===== config.mk =====
export PLATFORM = sky130hd
export DESIGN_NAME = imm_encoder_loader_flat
export DESIGN_NICKNAME = d
export VERILOG_FILES = /design/src/rtl/imm_encoder_loader_if.sv /design/src/rtl/imm_encoder_loader.sv /design/src/flat_wrapper.sv
export SDC_FILE = /design/constraint.sdc
export NUM_CORES = 1
export LEC_CHECK = 0
export CORE_MARGIN = 4
export CORE_UTILIZATION = 31
export CTS_BUF_LIST = sky130_fd_sc_hd__clkbuf_16
export CTS_CLUSTER_DIAMETER = 150
export DETAILED_ROUTE_END_ITERATION = 16
export PLACE_DENSITY = 0.63
export SETUP_SLACK_MARGIN = 0.5
export SLEW_MARGIN = 20
export SYNTH_ARGS = -nofsm -noshare
export SYNTH_HDL_FRONTEND = slang
export SYNTH_SLANG_ARGS = --single-unit

===== constraint.sdc =====
create_clock -name clk -period 1.9 [get_ports clk]
set_input_delay 0.38 -clock clk [delete_from_list [all_inputs] [get_ports clk]]
set_output_delay 0.38 -clock clk [all_outputs]
set_load 0.01 [all_outputs]

===== src/rtl/imm_encoder_loader_if.sv =====
// Bundles the loader's session control, input stream and instruction-memory write port.
// The slave modport is the loader's view; the master modport is the view of its environment.
interface imm_encoder_loader_if #(
  parameter int unsigned ADDR_W = 10
);
  logic              start;
  logic [ADDR_W:0]   num_words;
  logic              busy;
  logic              done;
  logic              in_valid;
  logic              in_ready;
  logic [1:0]        in_immSrc;
  logic [31:0]       in_imm;
  logic [31:0]       in_base;
  logic              imem_we;
  logic [ADDR_W-1:0] imem_addr;
  logic [31:0]       imem_wdata;
  logic              err;
  logic [ADDR_W-1:0] err_addr;

  modport slave (
    input  start, num_words, in_valid, in_immSrc, in_imm, in_base,
    output busy, done, in_ready, imem_we, imem_addr, imem_wdata, err, err_addr
  );

  modport master (
    output start, num_words, in_valid, in_immSrc, in_imm, in_base,
    input  busy, done, in_ready, imem_we, imem_addr, imem_wdata, err, err_addr
  );
endinterface


===== src/rtl/imm_encoder_loader.sv =====
// Packs signed immediates into I/S/B/J fields of a base instruction and streams them into imem.
// Optional macro IMM_RANGE_CHECK_EN adds a sticky immediate range/alignment error with its address.
module imm_encoder_loader #(
  parameter int unsigned ADDR_W    = 10,
  parameter int unsigned BASE_ADDR = 0
) (
  input  logic                 clk,
  input  logic                 rst_n,
  imm_encoder_loader_if.slave  bus
);

  localparam int unsigned CNT_W = ADDR_W + 1;

  typedef enum logic [1:0] {
    S_IDLE  = 2'd0,
    S_LOAD  = 2'd1,
    S_DRAIN = 2'd2,
    S_DONE  = 2'd3
  } state_t;

  state_t            r_state;
  logic [ADDR_W-1:0] r_wr_ptr;
  logic [CNT_W-1:0]  r_remaining;
  logic              r_busy;
  logic              r_done;
  logic              r_we;
  logic [ADDR_W-1:0] r_addr;
  logic [31:0]       r_wdata;

  logic              w_in_ready;
  logic              w_accept;
  logic              w_last;
  logic              w_start_idle;
  logic [31:0]       w_enc;

  assign w_in_ready   = (r_state == S_LOAD) && (r_remaining != '0);
  assign w_accept     = bus.in_valid && w_in_ready;
  assign w_last       = (r_remaining == CNT_W'(1));
  assign w_start_idle = (r_state == S_IDLE) && bus.start;

  // Scatter immediate bits over the format's fields; everything else passes from in_base.
  always_comb begin
    w_enc = bus.in_base;
    case (bus.in_immSrc)
      2'b00: w_enc[31:20] = bus.in_imm[11:0];
      2'b01: begin
        w_enc[31:25] = bus.in_imm[11:5];
        w_enc[11:7]  = bus.in_imm[4:0];
      end
      2'b10: begin
        w_enc[31]    = bus.in_imm[12];
        w_enc[7]     = bus.in_imm[11];
        w_enc[30:25] = bus.in_imm[10:5];
        w_enc[11:8]  = bus.in_imm[4:1];
      end
      default: begin
        w_enc[31]    = bus.in_imm[20];
        w_enc[30:21] = bus.in_imm[10:1];
        w_enc[20]    = bus.in_imm[11];
        w_enc[19:12] = bus.in_imm[19:12];
      end
    endcase
  end

  // Session FSM; the write port is registered one cycle behind the accept.
  always_ff @(posedge clk or negedge rst_n) begin
    if (!rst_n) begin
      r_state     <= S_IDLE;
      r_wr_ptr    <= '0;
      r_remaining <= '0;
      r_busy      <= 1'b0;
      r_done      <= 1'b0;
      r_we        <= 1'b0;
      r_addr      <= '0;
      r_wdata     <= '0;
    end else begin
      r_we   <= 1'b0;
      r_done <= 1'b0;
      case (r_state)
        S_IDLE: begin
          if (bus.start) begin
            r_wr_ptr    <= ADDR_W'(BASE_ADDR);
            r_remaining <= bus.num_words;
            if (bus.num_words != '0) begin
              r_state <= S_LOAD;
              r_busy  <= 1'b1;
            end else begin
              r_state <= S_DONE;
              r_done  <= 1'b1;
            end
          end
        end
        S_LOAD: begin
          if (w_accept) begin
            r_we        <= 1'b1;
            r_addr      <= r_wr_ptr;
            r_wdata     <= w_enc;
            r_wr_ptr    <= r_wr_ptr + ADDR_W'(1);
            r_remaining <= r_remaining - CNT_W'(1);
            if (w_last) begin
              r_state <= S_DRAIN;
            end
          end
        end
        S_DRAIN: begin
          r_state <= S_DONE;
          r_busy  <= 1'b0;
          r_done  <= 1'b1;
        end
        S_DONE:  r_state <= S_IDLE;
        default: r_state <= S_IDLE;
      endcase
    end
  end

  assign bus.busy       = r_busy;
  assign bus.done       = r_done;
  assign bus.in_ready   = w_in_ready;
  assign bus.imem_we    = r_we;
  assign bus.imem_addr  = r_addr;
  assign bus.imem_wdata = r_wdata;

`ifdef IMM_RANGE_CHECK_EN
  logic              r_err;
  logic [ADDR_W-1:0] r_err_addr;
  logic              w_range_bad;

  // The immediate must survive truncation to its field; B/J offsets must also be even.
  always_comb begin
    w_range_bad = 1'b0;
    case (bus.in_immSrc)
      2'b00, 2'b01: w_range_bad = (bus.in_imm != {{20{bus.in_imm[11]}}, bus.in_imm[11:0]});
      2'b10: w_range_bad = (bus.in_imm != {{19{bus.in_imm[12]}}, bus.in_imm[12:0]}) || bus.in_imm[0];
      default: w_range_bad = (bus.in_imm != {{11{bus.in_imm[20]}}, bus.in_imm[20:0]}) || bus.in_imm[0];
    endcase
  end

  // Sticky until the next start; the address freezes on the first offender.
  always_ff @(posedge clk or negedge rst_n) begin
    if (!rst_n) begin
      r_err      <= 1'b0;
      r_err_addr <= '0;
    end else if (w_start_idle) begin
      r_err      <= 1'b0;
      r_err_addr <= '0;
    end else if (w_accept && w_range_bad) begin
      r_err <= 1'b1;
      if (!r_err) begin
        r_err_addr <= r_wr_ptr;
      end
    end
  end

  assign bus.err      = r_err;
  assign bus.err_addr = r_err_addr;
`else
  logic w_unused_imm;
  assign w_unused_imm = ^{bus.in_imm[31:21], w_start_idle};
  assign bus.err      = 1'b0;
  assign bus.err_addr = '0;
`endif

endmodule

===== src/flat_wrapper.sv =====
// flat-port wrapper written by rule: the top's interface ports become plain ports
module imm_encoder_loader_flat 
#(
  parameter int unsigned ADDR_W    = 10,
  parameter int unsigned BASE_ADDR = 0
)
  (clk, rst_n, bus_start, bus_num_words, bus_in_valid, bus_in_immSrc, bus_in_imm, bus_in_base, bus_busy, bus_done, bus_in_ready, bus_imem_we, bus_imem_addr, bus_imem_wdata, bus_err, bus_err_addr);
  imm_encoder_loader_if #(.ADDR_W(ADDR_W)) bus_i ();
  input  logic clk;
  input  logic rst_n;
  input wire logic [$bits(bus_i.start)-1:0] bus_start;
  input wire logic [$bits(bus_i.num_words)-1:0] bus_num_words;
  input wire logic [$bits(bus_i.in_valid)-1:0] bus_in_valid;
  input wire logic [$bits(bus_i.in_immSrc)-1:0] bus_in_immSrc;
  input wire logic [$bits(bus_i.in_imm)-1:0] bus_in_imm;
  input wire logic [$bits(bus_i.in_base)-1:0] bus_in_base;
  output wire logic [$bits(bus_i.busy)-1:0] bus_busy;
  output wire logic [$bits(bus_i.done)-1:0] bus_done;
  output wire logic [$bits(bus_i.in_ready)-1:0] bus_in_ready;
  output wire logic [$bits(bus_i.imem_we)-1:0] bus_imem_we;
  output wire logic [$bits(bus_i.imem_addr)-1:0] bus_imem_addr;
  output wire logic [$bits(bus_i.imem_wdata)-1:0] bus_imem_wdata;
  output wire logic [$bits(bus_i.err)-1:0] bus_err;
  output wire logic [$bits(bus_i.err_addr)-1:0] bus_err_addr;
  assign bus_i.start = bus_start;
  assign bus_i.num_words = bus_num_words;
  assign bus_i.in_valid = bus_in_valid;
  assign bus_i.in_immSrc = bus_in_immSrc;
  assign bus_i.in_imm = bus_in_imm;
  assign bus_i.in_base = bus_in_base;
  assign bus_busy = bus_i.busy;
  assign bus_done = bus_i.done;
  assign bus_in_ready = bus_i.in_ready;
  assign bus_imem_we = bus_i.imem_we;
  assign bus_imem_addr = bus_i.imem_addr;
  assign bus_imem_wdata = bus_i.imem_wdata;
  assign bus_err = bus_i.err;
  assign bus_err_addr = bus_i.err_addr;
  imm_encoder_loader #(.ADDR_W(ADDR_W), .BASE_ADDR(BASE_ADDR)) u_core (.clk(clk), .rst_n(rst_n), .bus(bus_i));
endmodule

# == Word level (Yosys, flattened, before mapping) ==
# Cells that the tools add are included.
# word_totals
out_inout_bits,57
in_bits,81
word_cells,58
register_bits,68
# classes
eq_ne,10
reduce_logical,15
add_sub_neg,2
muxes,23
# ops
op,count
$mux 11,2
$pmux 11 s2,1
$reduce_bool 11->1,2
$mux 10,2
$pmux 10 s2,1
$pmux 5 s2,2
$pmux 7 s2,1
$eq 11x1->1 const B,1
$sub 11x1->11 const B,1
$add 10x1->10 const B,1
$reduce_and 3->1,3
$mux 2,4
$mux 8,1
$pmux 2 s4,1
$eq 2x2->1 const B,3
$mux 1,6
$eq 2x1->1 const B,2
$logic_not 2->1,2
$ne 2x1->1 const B,2
$ne 2x2->1 const B,2
$pmux 1 s2,2
$reduce_bool 2->1,2
$reduce_or 2->1,2
$reduce_or 3->1,1
other kinds (2),3

# == Longest topological paths before layout ==
# Gate-level depths: netlist of run 1.
# logic_depth
ltp_word,5
ltp_mapped,9

# == Least setup slack after synthesis of run 1 ==
# No wires, ideal clock.
# synth_path
kind,reg-to-reg
startpoint,register u_core.r_state[0]
endpoint,register u_core.r_remaining[8]
required_time_ns,1.779
t_arrival_ns,1.724
synth_period_minus_slack_ns,1.845
setup_ns,0.121
setup_slack_ns,0.055
stages_incl_launch_ff,8
path_cell_list,dfrtp_1 inv_1 ha_1 mux2_2 o21ai_0 clkbuf_1 nor3_1 o22a_1
# synth_via
elab_chain_len,5
elab_cells_between_ends,9
classes_between,eq/ne: 3; mux: 1; reduce/logical: 5
# synth_rtl
item,line,rtl
"start, declared",imm_encoder_loader.sv:21,state_t r_state;
"start signal, assigned",imm_encoder_loader.sv:68,r_state <= S_IDLE;
"start signal, assigned",imm_encoder_loader.sv:85,r_state <= S_LOAD;
"start signal, assigned",imm_encoder_loader.sv:88,r_state <= S_DONE;
$eq 2x1->1,"imm_encoder_loader.sv:36, imm_encoder_loader.sv:79",
$logic_and 1x1->1,imm_encoder_loader.sv:36,assign w_in_ready = (r_state == S_LOAD) && (r_remaining != '0);
$logic_and 1x1->1,imm_encoder_loader.sv:37,assign w_accept = bus.in_valid && w_in_ready;
$ne 2x1->1 (no line),-,
$reduce_and 3->1 (no line),-,
"end signal, assigned",imm_encoder_loader.sv:83,r_remaining <= bus.num_words;
"end signal, assigned",imm_encoder_loader.sv:99,r_remaining <= r_remaining - CNT_W'(1);
"end, declared",imm_encoder_loader.sv:23,logic [CNT_W-1:0] r_remaining;
# Parallel ways exist; a longest one is shown, timed or not.
# A chain may end at the register's enable or synchronous reset.

# == Worst setup path after layout of run 1 ==
# layout_path
startpoint,register u_core.r_remaining[8]
endpoint,register u_core.r_wdata[2] (netlist: u_core.bus.imem_wdata[2])
# layout_via
elab_chain_len,4
# layout_rtl
item,line,rtl
$reduce_bool 11->1,imm_encoder_loader.sv:36,
$logic_and 1x1->1,imm_encoder_loader.sv:36,
$logic_and 1x1->1,imm_encoder_loader.sv:37,
$reduce_and 2->1 (no line),-,
"end signal, assigned",imm_encoder_loader.sv:97,r_wdata <= w_enc;
"end, declared",imm_encoder_loader.sv:28,logic [31:0] r_wdata;
# No other way between the ends.

==> results.sh, run 1 <==
export IMPL_status="finished, violations left"
export IMPL_violations="negative setup slack"
export IMPL_yosys_warnings=0
export IMPL_drive_gt1_share_pct=36.5
export IMPL_fmax_mhz=518
export IMPL_clock_skew_ns=0.00906
export IMPL_criticalPathCategory="reg2reg"
export IMPL_antenna_cells=0
export IMPL_yosysSeqAreaShare_pct=44.7
export IMPL_yosys_area_top_type_share_pct=44.7
export IMPL_maxCapViolCount=0
export IMPL_top_usage_layer="met2"
export IMPL_grt_pass1_vias=3412
export IMPL_synth_top_area_cell="dfrtp_1"
export IMPL_pre_cts_slack_ns=-0.239
export IMPL_hp_class="in2async"
export IMPL_wl_um=11500
export IMPL_nets=610
export IMPL_critical_path_cell_chain="nor4_4, buf_4, a31oi_4, nand2_4, clkbuf_16, mux2_4"
export IMPL_timing_rr_start="u_core.r_remaining[8]"
export IMPL_fp_coreArea_um2=12000
export IMPL_synth_commonest_cells="dfrtp_1 (68), mux2_2 (52), nand2_1 (26)"
export IMPL_cts_buffers=9
export IMPL_rows=40
export IMPL_cp_end_kind="register"
export IMPL_ant_nets=0
export IMPL_initial_utilization_pct=31.7
export IMPL_hold_buffers=0
export IMPL_finalHoldWorstSlack_ns=0.0595
export IMPL_clk_pin_slew_ns=0.06
export IMPL_cp_arrival_ns=2.14
export IMPL_clockBufferDepth=2
export IMPL_met2_usage_pct=22.9
export IMPL_crit_required_ns=2.11
export IMPL_leakage_nw=2.91
export IMPL_grt_use_total_pct=14.8
export IMPL_crit_path_start_kind="register"
export IMPL_fin_util_pct=52.5
export IMPL_grt_max_degree=69
export IMPL_max_stage_delay_ns=0.41
export IMPL_design_power_total_mw=9.21
export IMPL_finalSetupViolCount=24
export IMPL_port_buffers=108
export IMPL_dpl_cell_count=622
export IMPL_viasPerCell=5.12
export IMPL_fin_ws_ns=-0.0295
export IMPL_critPathLaunch="u_core.r_remaining[8]"
export IMPL_htreeDepth=3
export IMPL_critPathMaxFanout=8
export IMPL_tns_ns=-0.400
export IMPL_fin_area_um2=6310
export IMPL_min_period_ns=1.93
export IMPL_syn_to_final_growth_pct=65.7
export IMPL_synth_edf_count=0
export IMPL_drtIter0Drc=202
export IMPL_route_detailed_drc=0
export IMPL_async_flop_share_pct=100
export IMPL_grt_antenna_before_repair=0
export IMPL_synth_area_leaders="dfrtp_1 (45%), mux2_2 (15%), ha_1 (3.6%), buf_4 (2.8%), nand2_1 (2.6%)"
export IMPL_die_area_um2=14100
export IMPL_io_pins=138
export IMPL_grt_overflow_total=0
export IMPL_drt_pre_antenna_iters=4
export IMPL_post_dp_hpwl_um=7220
export IMPL_fin_crit_sh_pct=102
export IMPL_rsz0062_at_grt="yes"
export IMPL_clockRootBuffer="clkbuf_16"
export IMPL_die_h_um=119
export IMPL_met3_usage_pct=3.21
export IMPL_use_met1_pct=20.0
export IMPL_hold_viol=0
export IMPL_die_width_um=119
export IMPL_synth_area_per_cell_um2=10.9
export IMPL_tritoncts="yes"
export IMPL_place_congestion=0.825
export IMPL_ys_types=54
export IMPL_yosysMostFrequentCell="dfrtp_1"
export IMPL_grt_pass1_wl_um=17100
export IMPL_synth_area_um2=3810
export IMPL_cp_slowest_cell="dfrtp_1"
export IMPL_synth_seq_cells=68
export IMPL_synth_ff_type="dfrtp_1"
export IMPL_placed_cell_area_um2=5280
export IMPL_fin_cells=670
export IMPL_wl_per_cell_um=17.1
export IMPL_netlist_instances=349
export IMPL_drv_slew=0
export IMPL_clkLatencyLatePin_ns=0.33
export IMPL_cts_sinks=68
export IMPL_ir_drop_mv=0.843
export IMPL_vias=3429
export IMPL_powerDensity_nw_per_um2=1460
-- routing by layer --
layer / share of wire (%) / vias to the layer above / routed length, µm
li1: - / 1611 / -
met1: 46 / 1686 / 5290
met2: 47 / 122 / 5430
met3: 5.2 / 10 / 595
met4: 1.4 / 0 / 159
met5: 0 / - / 0
-- state kept, by name, indices dropped and copies added (netlist names) --
register               flops
u_core.r_state             2
u_core.bus.imem_addr      10
u_core.bus.busy            1
u_core.bus.imem_we         1
u_core.bus.imem_wdata     32
u_core.r_wr_ptr           10
u_core.bus.done            1
u_core.r_remaining        11
-- cell type report --
cell class / instances / area, µm²
Timing Repair Buffer: 179 / 1770
Sequential cell: 68 / 1700
Clock buffer: 9 / 225
Inverter: 17 / 68.8
Tap cell: 147 / 184
Fill cell: 1065 / 5700
Clock inverter: 7 / 90.1
Multi-Input combinational cell: 243 / 2270
-- timing repair --
| action | in CTS | in global routing |
|---|---|---|
| endpoints found under the setup margin | 113 | 90 |
| setup buffers | 19 | 8 |
| gates resized for setup | 90 | 96 |
| pin swaps | 21 | 24 |
| cloned | 1 | 4 |
-- cells by family after synthesis --
group | after synthesis | synth area share (%)
buf+inv | 48 | 7.59
compound gates | 70 | 13.6
simple gates | 97 | 14.5
other cells | 1 | 0.0985
flops | 68 | 44.7
fa+ha+maj | 11 | 3.62
mux | 54 | 15.9
-- report_power, final --
part | switching, mW | leakage (nW) | internal [mW] | total (mW)
Combinational | 2.18 | 1.91 | 2.77 | 4.95
Sequential | 0.430 | 0.848 | 2.03 | 2.46
Clock | 0.650 | 0.153 | 1.14 | 1.79
-- final timing paths --
| path | to | slack, ns | cells after the start |
|---|---|---|---|
| worst max-delay path | u_core.bus.imem_wdata[2] | -0.03 | 6 |
| worst min-delay path | u_core.bus.imem_wdata[0] | 0.06 | 2 |
| worst max register to register | u_core.bus.imem_wdata[2] | -0.03 | 6 |
| worst min register to register | u_core.bus.imem_wdata[12] | 0.50 | 1 |
| max in group asynchronous | u_core.bus.imem_wdata[2] | 1.53 | 2 |
| min in group clk | u_core.bus.imem_wdata[12] | 0.50 | 1 |
-- critical path: cells and delay by family (launching register included) --
family,cells,cell delay (ns)
compound gates,1,0.11
simple gates,2,0.54
mux,1,0.30
buf+inv,2,0.43
flops,1,0.41
-- cell usage in the layout, fill, tap and decap left out, types with 11 or more instances in the layout --
| cell type | count |
|---|---|
| mux2_4 | 38 |
| clkdlybuf4s50_1 | 58 |
| dfrtp_1 | 68 |
| clkdlybuf4s15_1 | 27 |
| clkbuf_16 | 12 |
| buf_6 | 16 |
| mux2_2 | 14 |
| inv_1 | 12 |
| buf_4 | 47 |
| conb_1 | 11 |
| nand2_1 | 26 |
| dlygate4sd2_1 | 19 |
No activity file was read; power rests on OpenSTA's default activity.
==> inputs of run 2 (changes only) <==
- CTS_CLUSTER_DIAMETER: 150 -> 200
==> results of run 2 <==
Final layout, timing and power as in run 1 (identical DEF).
